File: src/rtl/barrel_shifter_8bit_left_pipe_if.sv
// Streaming handshake bundle for barrel_shifter_8bit_left_pipe.
//
// Optional macro: BSL_ROTATE_EN adds the in_rot signal (rotate select).
//
// Signals:
//   in_valid  : upstream -> shifter, in_data/in_ctrl valid this cycle
//   in_ready  : shifter -> upstream, input accepted this cycle
//   in_data   : operand
//   in_ctrl   : left-shift amount, 0..7
//   in_rot    : rotate select (BSL_ROTATE_EN only)
//   out_valid : shifter -> downstream, out_data valid
//   out_ready : downstream -> shifter, out_data consumed this cycle
//   out_data  : shifted result
// Modports: slave = shifter view, master = producer/consumer view.
interface barrel_shifter_8bit_left_pipe_if #(
    parameter int unsigned WIDTH = 8,
    parameter int unsigned SHW   = 3
);
    logic             in_valid;
    logic             in_ready;
    logic [WIDTH-1:0] in_data;
    logic [SHW-1:0]   in_ctrl;
`ifdef BSL_ROTATE_EN
    logic             in_rot;
`endif
    logic             out_valid;
    logic             out_ready;
    logic [WIDTH-1:0] out_data;

    modport slave (
        input  in_valid,
        output in_ready,
        input  in_data,
        input  in_ctrl,
`ifdef BSL_ROTATE_EN
        input  in_rot,
`endif
        output out_valid,
        input  out_ready,
        output out_data
    );

    modport master (
        output in_valid,
        input  in_ready,
        output in_data,
        output in_ctrl,
`ifdef BSL_ROTATE_EN
        output in_rot,
`endif
        input  out_valid,
        output out_ready,
        input  out_data
    );
endinterface

File: src/rtl/barrel_shifter_8bit_left_pipe.sv
// Pipelined 8-bit logical left barrel shifter with valid/ready on both sides.
// Three registered 2:1 mux stages shift by 4, 2 and 1; latency is three clock
// edges counting the accept edge, throughput one item per clock.
//
// Optional macro: BSL_ROTATE_EN turns the zero fill into a rotate when in_rot=1.
//
// Ports:
//   clk : clock, rising edge
//   rst : synchronous active-high reset
//   bus : barrel_shifter_8bit_left_pipe_if.slave (in_* / out_* handshake)
module barrel_shifter_8bit_left_pipe #(
    parameter int unsigned WIDTH = 8,
    parameter int unsigned SHW   = 3
) (
    input logic                            clk,
    input logic                            rst,
    barrel_shifter_8bit_left_pipe_if.slave bus
);

    logic             en;
    logic [SHW-1:0]   ctrl_in;
    logic             rot_in;

    logic             s1_valid_q;
    logic [WIDTH-1:0] s1_data_q;
    logic [1:0]       s1_ctrl_q;
    logic             s1_rot_q;

    logic             s2_valid_q;
    logic [WIDTH-1:0] s2_data_q;
    logic             s2_ctrl_q;
    logic             s2_rot_q;

    logic             out_valid_q;
    logic [WIDTH-1:0] out_data_q;

    logic [WIDTH-1:0] s1_data_d;
    logic [WIDTH-1:0] s2_data_d;
    logic [WIDTH-1:0] out_data_d;
    logic [3:0]       fill1;
    logic [1:0]       fill2;
    logic             fill3;

    assign ctrl_in = bus.in_ctrl;

`ifdef BSL_ROTATE_EN
    assign rot_in = bus.in_rot;
`else
    assign rot_in = 1'b0;
`endif

    // Global stall: the whole pipe moves only when the output slot frees up.
    assign en = !out_valid_q | bus.out_ready;

    // Each stage fills vacated LSBs with zeros, or with the bits shifted out
    // of the top when rotating.
    always_comb begin
        fill1      = rot_in ? bus.in_data[7:4] : 4'b0;
        s1_data_d  = ctrl_in[2] ? {bus.in_data[3:0], fill1} : bus.in_data;
        fill2      = s1_rot_q ? s1_data_q[7:6] : 2'b0;
        s2_data_d  = s1_ctrl_q[1] ? {s1_data_q[5:0], fill2} : s1_data_q;
        fill3      = s2_rot_q ? s2_data_q[7] : 1'b0;
        out_data_d = s2_ctrl_q ? {s2_data_q[6:0], fill3} : s2_data_q;
    end

    // Data registers load only behind a valid so out_data keeps its last
    // result across bubbles.
    always_ff @(posedge clk) begin
        if (rst) begin
            s1_valid_q  <= 1'b0;
            s1_data_q   <= '0;
            s1_ctrl_q   <= '0;
            s1_rot_q    <= 1'b0;
            s2_valid_q  <= 1'b0;
            s2_data_q   <= '0;
            s2_ctrl_q   <= 1'b0;
            s2_rot_q    <= 1'b0;
            out_valid_q <= 1'b0;
            out_data_q  <= '0;
        end else if (en) begin
            s1_valid_q <= bus.in_valid;
            if (bus.in_valid) begin
                s1_data_q <= s1_data_d;
                s1_ctrl_q <= ctrl_in[1:0];
                s1_rot_q  <= rot_in;
            end
            s2_valid_q <= s1_valid_q;
            if (s1_valid_q) begin
                s2_data_q <= s2_data_d;
                s2_ctrl_q <= s1_ctrl_q[0];
                s2_rot_q  <= s1_rot_q;
            end
            out_valid_q <= s2_valid_q;
            if (s2_valid_q) begin
                out_data_q <= out_data_d;
            end
        end
    end

    assign bus.in_ready  = en;
    assign bus.out_valid = out_valid_q;
    assign bus.out_data  = out_data_q;

endmodule

File: src/flat_wrapper.sv
// flat-port wrapper written by rule: the top's interface ports become plain ports
module barrel_shifter_8bit_left_pipe_flat 
#(
    parameter int unsigned WIDTH = 8,
    parameter int unsigned SHW   = 3
)
  (clk, rst, bus_in_valid, bus_in_ready, bus_in_data, bus_in_ctrl, bus_out_valid, bus_out_ready, bus_out_data);
  barrel_shifter_8bit_left_pipe_if #(.WIDTH(WIDTH), .SHW(SHW)) bus_i ();
  input logic clk;
  input logic rst;
  input wire logic [$bits(bus_i.in_valid)-1:0] bus_in_valid;
  output wire logic [$bits(bus_i.in_ready)-1:0] bus_in_ready;
  input wire logic [$bits(bus_i.in_data)-1:0] bus_in_data;
  input wire logic [$bits(bus_i.in_ctrl)-1:0] bus_in_ctrl;
  output wire logic [$bits(bus_i.out_valid)-1:0] bus_out_valid;
  input wire logic [$bits(bus_i.out_ready)-1:0] bus_out_ready;
  output wire logic [$bits(bus_i.out_data)-1:0] bus_out_data;
  assign bus_i.in_valid = bus_in_valid;
  assign bus_in_ready = bus_i.in_ready;
  assign bus_i.in_data = bus_in_data;
  assign bus_i.in_ctrl = bus_in_ctrl;
  assign bus_out_valid = bus_i.out_valid;
  assign bus_i.out_ready = bus_out_ready;
  assign bus_out_data = bus_i.out_data;
  barrel_shifter_8bit_left_pipe #(.WIDTH(WIDTH), .SHW(SHW)) u_core (.clk(clk), .rst(rst), .bus(bus_i));
endmodule
File: config.mk
export PLATFORM = sky130hd
export DESIGN_NAME = barrel_shifter_8bit_left_pipe_flat
export DESIGN_NICKNAME = d
export VERILOG_FILES = /design/src/rtl/barrel_shifter_8bit_left_pipe_if.sv /design/src/rtl/barrel_shifter_8bit_left_pipe.sv /design/src/flat_wrapper.sv
export SDC_FILE = /design/constraint.sdc
export NUM_CORES = 1
export LEC_CHECK = 0
export CAP_MARGIN = 30
export CORE_MARGIN = 2
export CORE_UTILIZATION = 60
export DETAILED_ROUTE_END_ITERATION = 10
export DONT_BUFFER_PORTS = 1
export PLACE_DENSITY = 0.76
export SYNTH_ARGS = -nofsm -noshare
export SYNTH_HDL_FRONTEND = slang
export SYNTH_SLANG_ARGS = --single-unit
File: constraint.sdc
create_clock -name clk -period 1.7 [get_ports clk]
set_clock_uncertainty 0.2 [all_clocks]
set_input_delay 0.255 -clock clk [delete_from_list [all_inputs] [get_ports clk]]
set_output_delay 0.255 -clock clk [all_outputs]
set_load 0.1 [all_outputs]
# Yosys cells after proc, flatten, opt, wreduce, memory -nomap -nowiden
# Index checks and enable logic that the tools add are counted.
[classes]
n_mux = 3
bitwise_logic = 1
n_reduce_logical = 4
[op_table]
columns = ["cell", "count"]
rows = [
  ["$mux 8", 3],
  ["$reduce_and 2->1", 3],
  ["$logic_not 1->1", 1],
  ["$or 1x1->1", 1],
]
[totals]
register_bits = 30
output_inout_bits = 10
elab_cells = 16

# Longest topological paths before layout
# Gate-level depths: netlist of run 1.
[depth]
depth_word = 3
depth_mapped = 5
mapped_depth_nobuf = 4

# Worst setup path after synthesis of run 1
# Ideal clock, no wire load.
[synth_path]
kind = "register to register"
from = "reg u_core.out_valid_q (netlist: u_core.bus.out_valid)"
to = "reg u_core.s2_data_q[0]"
path_slack_ps = -502
arrival_time_ps = 1880
setup_ps = 122
period_less_slack_ps = 2202
stages_incl_launch_ff = 6
path_buffers = 1
cell_sequence = "dfxtp_1 nor2b_4 inv_2 buf_2 nand4b_1 a21oi_1"
[synth_via]
elab_chain_cells = 3
[synth_lines]
columns = ["element", "line_no", "rtl"]
rows = [
  ["from (decl)", "barrel_shifter_8bit_left_pipe.sv:34", "logic out_valid_q;"],
  ["from (signal assigned)", "barrel_shifter_8bit_left_pipe.sv:93", "out_valid_q <= s2_valid_q;"],
  ["$logic_not 1->1", "barrel_shifter_8bit_left_pipe.sv:53", "assign en = !out_valid_q | bus.out_ready;"],
  ["$or 1x1->1", "barrel_shifter_8bit_left_pipe.sv:53", ""],
  ["named net bus_in_ready", "flat_wrapper.sv:12", "output wire logic [$bits(bus_i.in_ready)-1:0] bus_in_ready;"],
  ["$reduce_and 2->1 (no line)", "-", ""],
  ["to (signal assigned)", "barrel_shifter_8bit_left_pipe.sv:89", "s2_data_q <= s2_data_d;"],
  ["to (decl)", "barrel_shifter_8bit_left_pipe.sv:30", "logic [WIDTH-1:0] s2_data_q;"],
]
# The timed path passes the listed nets, and every way through them passes these cells.
# A chain may end at the register's enable or synchronous reset.

# Final worst setup path of run 1
[layout_path]
from = "in bus_in_data[2]"
to = "reg u_core.s1_data_q[6]"
[layout_via]
elab_chain_cells = 1
[layout_lines]
columns = ["element", "line_no", "rtl"]
rows = [
  ["from (decl)", "flat_wrapper.sv:13", "input wire logic [$bits(bus_i.in_data)-1:0] bus_in_data;"],
  ["$mux 8", "barrel_shifter_8bit_left_pipe.sv:59", "s1_data_d = ctrl_in[2] ? {bus.in_data[3:0], fill1} : bus.in_data;"],
  ["to (signal assigned)", "barrel_shifter_8bit_left_pipe.sv:83", "s1_data_q <= s1_data_d;"],
  ["to (decl)", "barrel_shifter_8bit_left_pipe.sv:25", "logic [WIDTH-1:0] s1_data_q;"],
]
# No other way between the ends.

==> results.txt, run 1 <==
Worst EP arrival -> 1.79 ns
Xor/xnor cell area share of the yosys netlist -> 0%
CTS Buffer Depth -> 2
Hold Crit Start -> bus_in_data[7]
Library cells used by synthesis -> 20
Worst hold slack -> -0.0175 ns
Flops & latches, synth -> 30
GP Congestion -> 0.748
Maximum fanout along the worst path -> 2
Maximum clock frequency -> 566 MHz
Pwr Total -> 1410 uW
DP HPWL -> 1.78 mm
Run status -> complete, but fails checks
Layout fillers -> 174
Fin crit period -> 1.77 ns
CTS Buf Count -> 5
First-pass GRT wire length -> 4.49 mm
Post-Route WL -> 3.04 mm
Max stage delay cell, worst path -> dlygate4sd3_1
Worst vdd ir -> 0.636 mV
Clk Latency, worst-skew pair -> 0.32 ns
Predominant post-synthesis flop cell -> dfxtp_1
Critical Path RT -> 1.72 ns
Max incr delay on CP -> 0.59 ns
Worst R2R End -> u_core.bus.out_data[0]$_SDFFE_PP0P_
Most frequent cells in the layout -> 29 x dfxtp_1, 28 x a21oi_1, 18 x buf_4
Worst-path cell chain -> dlygate4sd3_1 -> mux2i_1 -> dlygate4sd3_1 -> a211oi_1
Starting Density -> 61.9%
Die area -> 2630 sq um
Final hold viol count -> 1
Row cnt -> 17
Crit-path most repeated cell -> dlygate4sd3_1
First drt pass iteration count -> 5
Simple-gate portion of the synthesized area -> 10.2%
Antenna diodes -> 0
Startpoint Class -> input pin
Hold path endpoint -> u_core.s1_data_q[7]$_SDFFE_PP0P_
Remaining global-route overflow -> 0
Post-route ant nets -> 0
Nets -> 181
Leakage -> 0.000580 uW
Sequential area share after synthesis -> 44.7%
Post-Syn Area -> 1340 sq um
Initial antenna violation count -> 0
Rel. slew slack -> 70.2%
CTS clk-pin slew, worst paths -> 0.08 ns
Pwr per Cell Area -> 859 nW/um^2
Final worst slack -> -0.0682 ns
R2R cell count -> 4
Die H -> 51.3 um
Post-CTS Resized -> 0
Count of final setup violators -> 1
Compound-Gate Fraction of Synth Area -> 26.3%
Vias in the first global route -> 1038
Clock sinks -> 30
Vias per cell -> 5.94
Setup slack, reg-to-reg -> 0.07 ns
Critical path type -> in2reg
Max-Cap Viols -> 0
Post-synth EDFFs -> 0
Mean routed wirelength per cell -> 15.6 um
Hold depth -> 2
Failing checks -> hold timing, setup timing
Worst slew pin tran -> 0.447 ns
Reg2Reg Launch Point -> u_core.bus.out_data[0]$_SDFFE_PP0P_
Crit. End Element -> flop
Fraction of layout cells with a size suffix above 1 -> 20.4%
Starting DRT DRC Count -> 22
Syn Nets -> 156
Root buffer cell -> clkbuf_4
Total Routing Usage GR -> 23.2%
Main combinational cell family by area after synthesis -> compound AO/OA/AOI/OAI gates
Synth Area in Adders -> 0%
Core ar. -> 2170 sq um
Mean Syn Cell Area -> 9.52 sq um
CTS tree -> built
Crit share post-route -> 104%
Hold WC Path Type -> in2reg
DRC violations left -> 0
Synth warnings -> 0
Area growth syn-to-layout -> 22.5%
Count of pins over their slew limit -> 0
Htree depth -> 2
Post-synthesis mux area share -> 12.7%
Die width -> 51.3 um
Post-synthesis async set-or-reset flop share -> 0%
Largest net degree at the start of global routing -> 32
Mapped Cells -> 141
Most common cell after layout, fill and taps aside -> dfxtp_1
IO Port Bufs -> 0
Vias -> 1159
I/O Pins -> 25
## worst max-delay path, delay by kind of cell
family | cells | cell delay, ns
AO/OA/AOI/OAI | 1 | 0.27
buffers and inverters | 2 | 1.16
multiplexers | 1 | 0.11
## cells in the mapped netlist (2+ instances only)
cell / count / share of area [%]
nor2_1: 4 / 1.1
buf_2: 9 / 3.4
a211oi_2: 7 / 6.5
dfxtp_1: 30 / 45
nand2_1: 4 / 1.1
nand3_1: 4 / 1.5
a211oi_1: 10 / 5.6
o21ai_0: 9 / 3.4
a21oi_1: 28 / 10
nand4b_1: 6 / 3.9
inv_1: 2 / 0.56
clkbuf_1: 4 / 1.1
mux2i_1: 17 / 13
## stage by stage
step / instance area (sq um) / TNS (ns) / util [%] / cells / setup slack (ns)
after global placement: 1420 / 0 / 65.6 / 170 / 0.352
after detailed placement: 1420 / 0 / 65.6 / 170 / 0.289
after CTS: 1490 / 0 / 68.7 / 180 / 0.0245
final: 1640 / -0.0682 / 75.8 / 195 / -0.0682
after global routing: 1640 / -0.0834 / 75.8 / 195 / -0.0834
after floorplan: 1350 / 0 / - / 141 / 0.133
## registers in the layout (all words and copies together) (netlist names)
| register | cells |
|---|---|
| u_core.s2_data_q | 8 |
| u_core.s1_data_q | 8 |
| u_core.bus.out_data | 8 |
| u_core.s1_valid_q | 1 |
| u_core.s2_valid_q | 1 |
| u_core.bus.out_valid | 1 |
| u_core.s1_ctrl_q | 2 |
| u_core.s2_ctrl_q | 1 |
## per-layer routing
metal  vias up  wire length [um]  GRT usage, %
met2        34              1560          40.3
li1        579                 -             -
met3         8               147          8.19
met4         0                54          9.21
met1       538              1290          25.8
met5         -                 0             0
## how the worst max path moves through the flow
| stage | depth (start not counted) | slack [ns] | start | endpoint |
|---|---|---|---|---|
| floorplan | 5 | 0.13 | u_core.bus.out_valid$_SDFFE_PP0P_ | u_core.s2_data_q[0]$_SDFFE_PP0P_ |
| global placement | 4 | 0.35 | u_core.bus.out_valid$_SDFFE_PP0P_ | u_core.bus.out_data[6]$_SDFFE_PP0P_ |
| detailed placement | 5 | 0.29 | u_core.bus.out_valid$_SDFFE_PP0P_ | u_core.bus.out_data[1]$_SDFFE_PP0P_ |
| CTS | 3 | 0.02 | u_core.bus.out_valid$_SDFFE_PP0P_ | bus_in_ready |
| global route | 4 | -0.08 | bus_in_data[2] | u_core.s1_data_q[6]$_SDFFE_PP0P_ |
| finish | 4 | -0.07 | bus_in_data[2] | u_core.s1_data_q[6]$_SDFFE_PP0P_ |
## final cells by class
| cell class | count | area (sq um) | share of cell area [%] |
|---|---|---|---|
| Clock buffer | 8 | 48.8 | 2.97 |
| Inverter | 3 | 11.3 | 0.685 |
| Multi-Input combinational cell | 94 | 659 | 40.1 |
| Sequential cell | 30 | 604 | 36.8 |
| Tap cell | 28 | 35.0 | 2.13 |
| Timing Repair Buffer | 32 | 285 | 17.4 |
## report_power, final
| part | leakage, uW | internal [uW] | switching, uW |
|---|---|---|---|
| logic | 0.000306 | 96.0 | 164 |
| clock network | 0.0000265 | 165 | 220 |
| registers | 0.000247 | 739 | 28.2 |
| total | 0.000580 | 1000 | 413 |
## kinds of logic (layout without fill, tap and decap cells)
kind of cell           after synthesis  after routing
AOI/OAI and AO/OA                   55             55
DFF                                 30             30
and+or+nand+nor                     22             22
muxes                               17             17
buffers and inverters               17             43
## repair_timing
item / CTS / global route
hold endpoints to repair: 30 / 29
setup buffers: 0 / 3
setup endpoints to repair: 0 / 1
hold buffers: 2 / 12
Note: power is estimated with default switching activity, not from simulation.
==> run 2: changes to the inputs <==
SLEW_MARGIN = 20   (was not set)
==> results of run 2 <==
No change in the layout: final DEF, timing and power equal those of run 1.
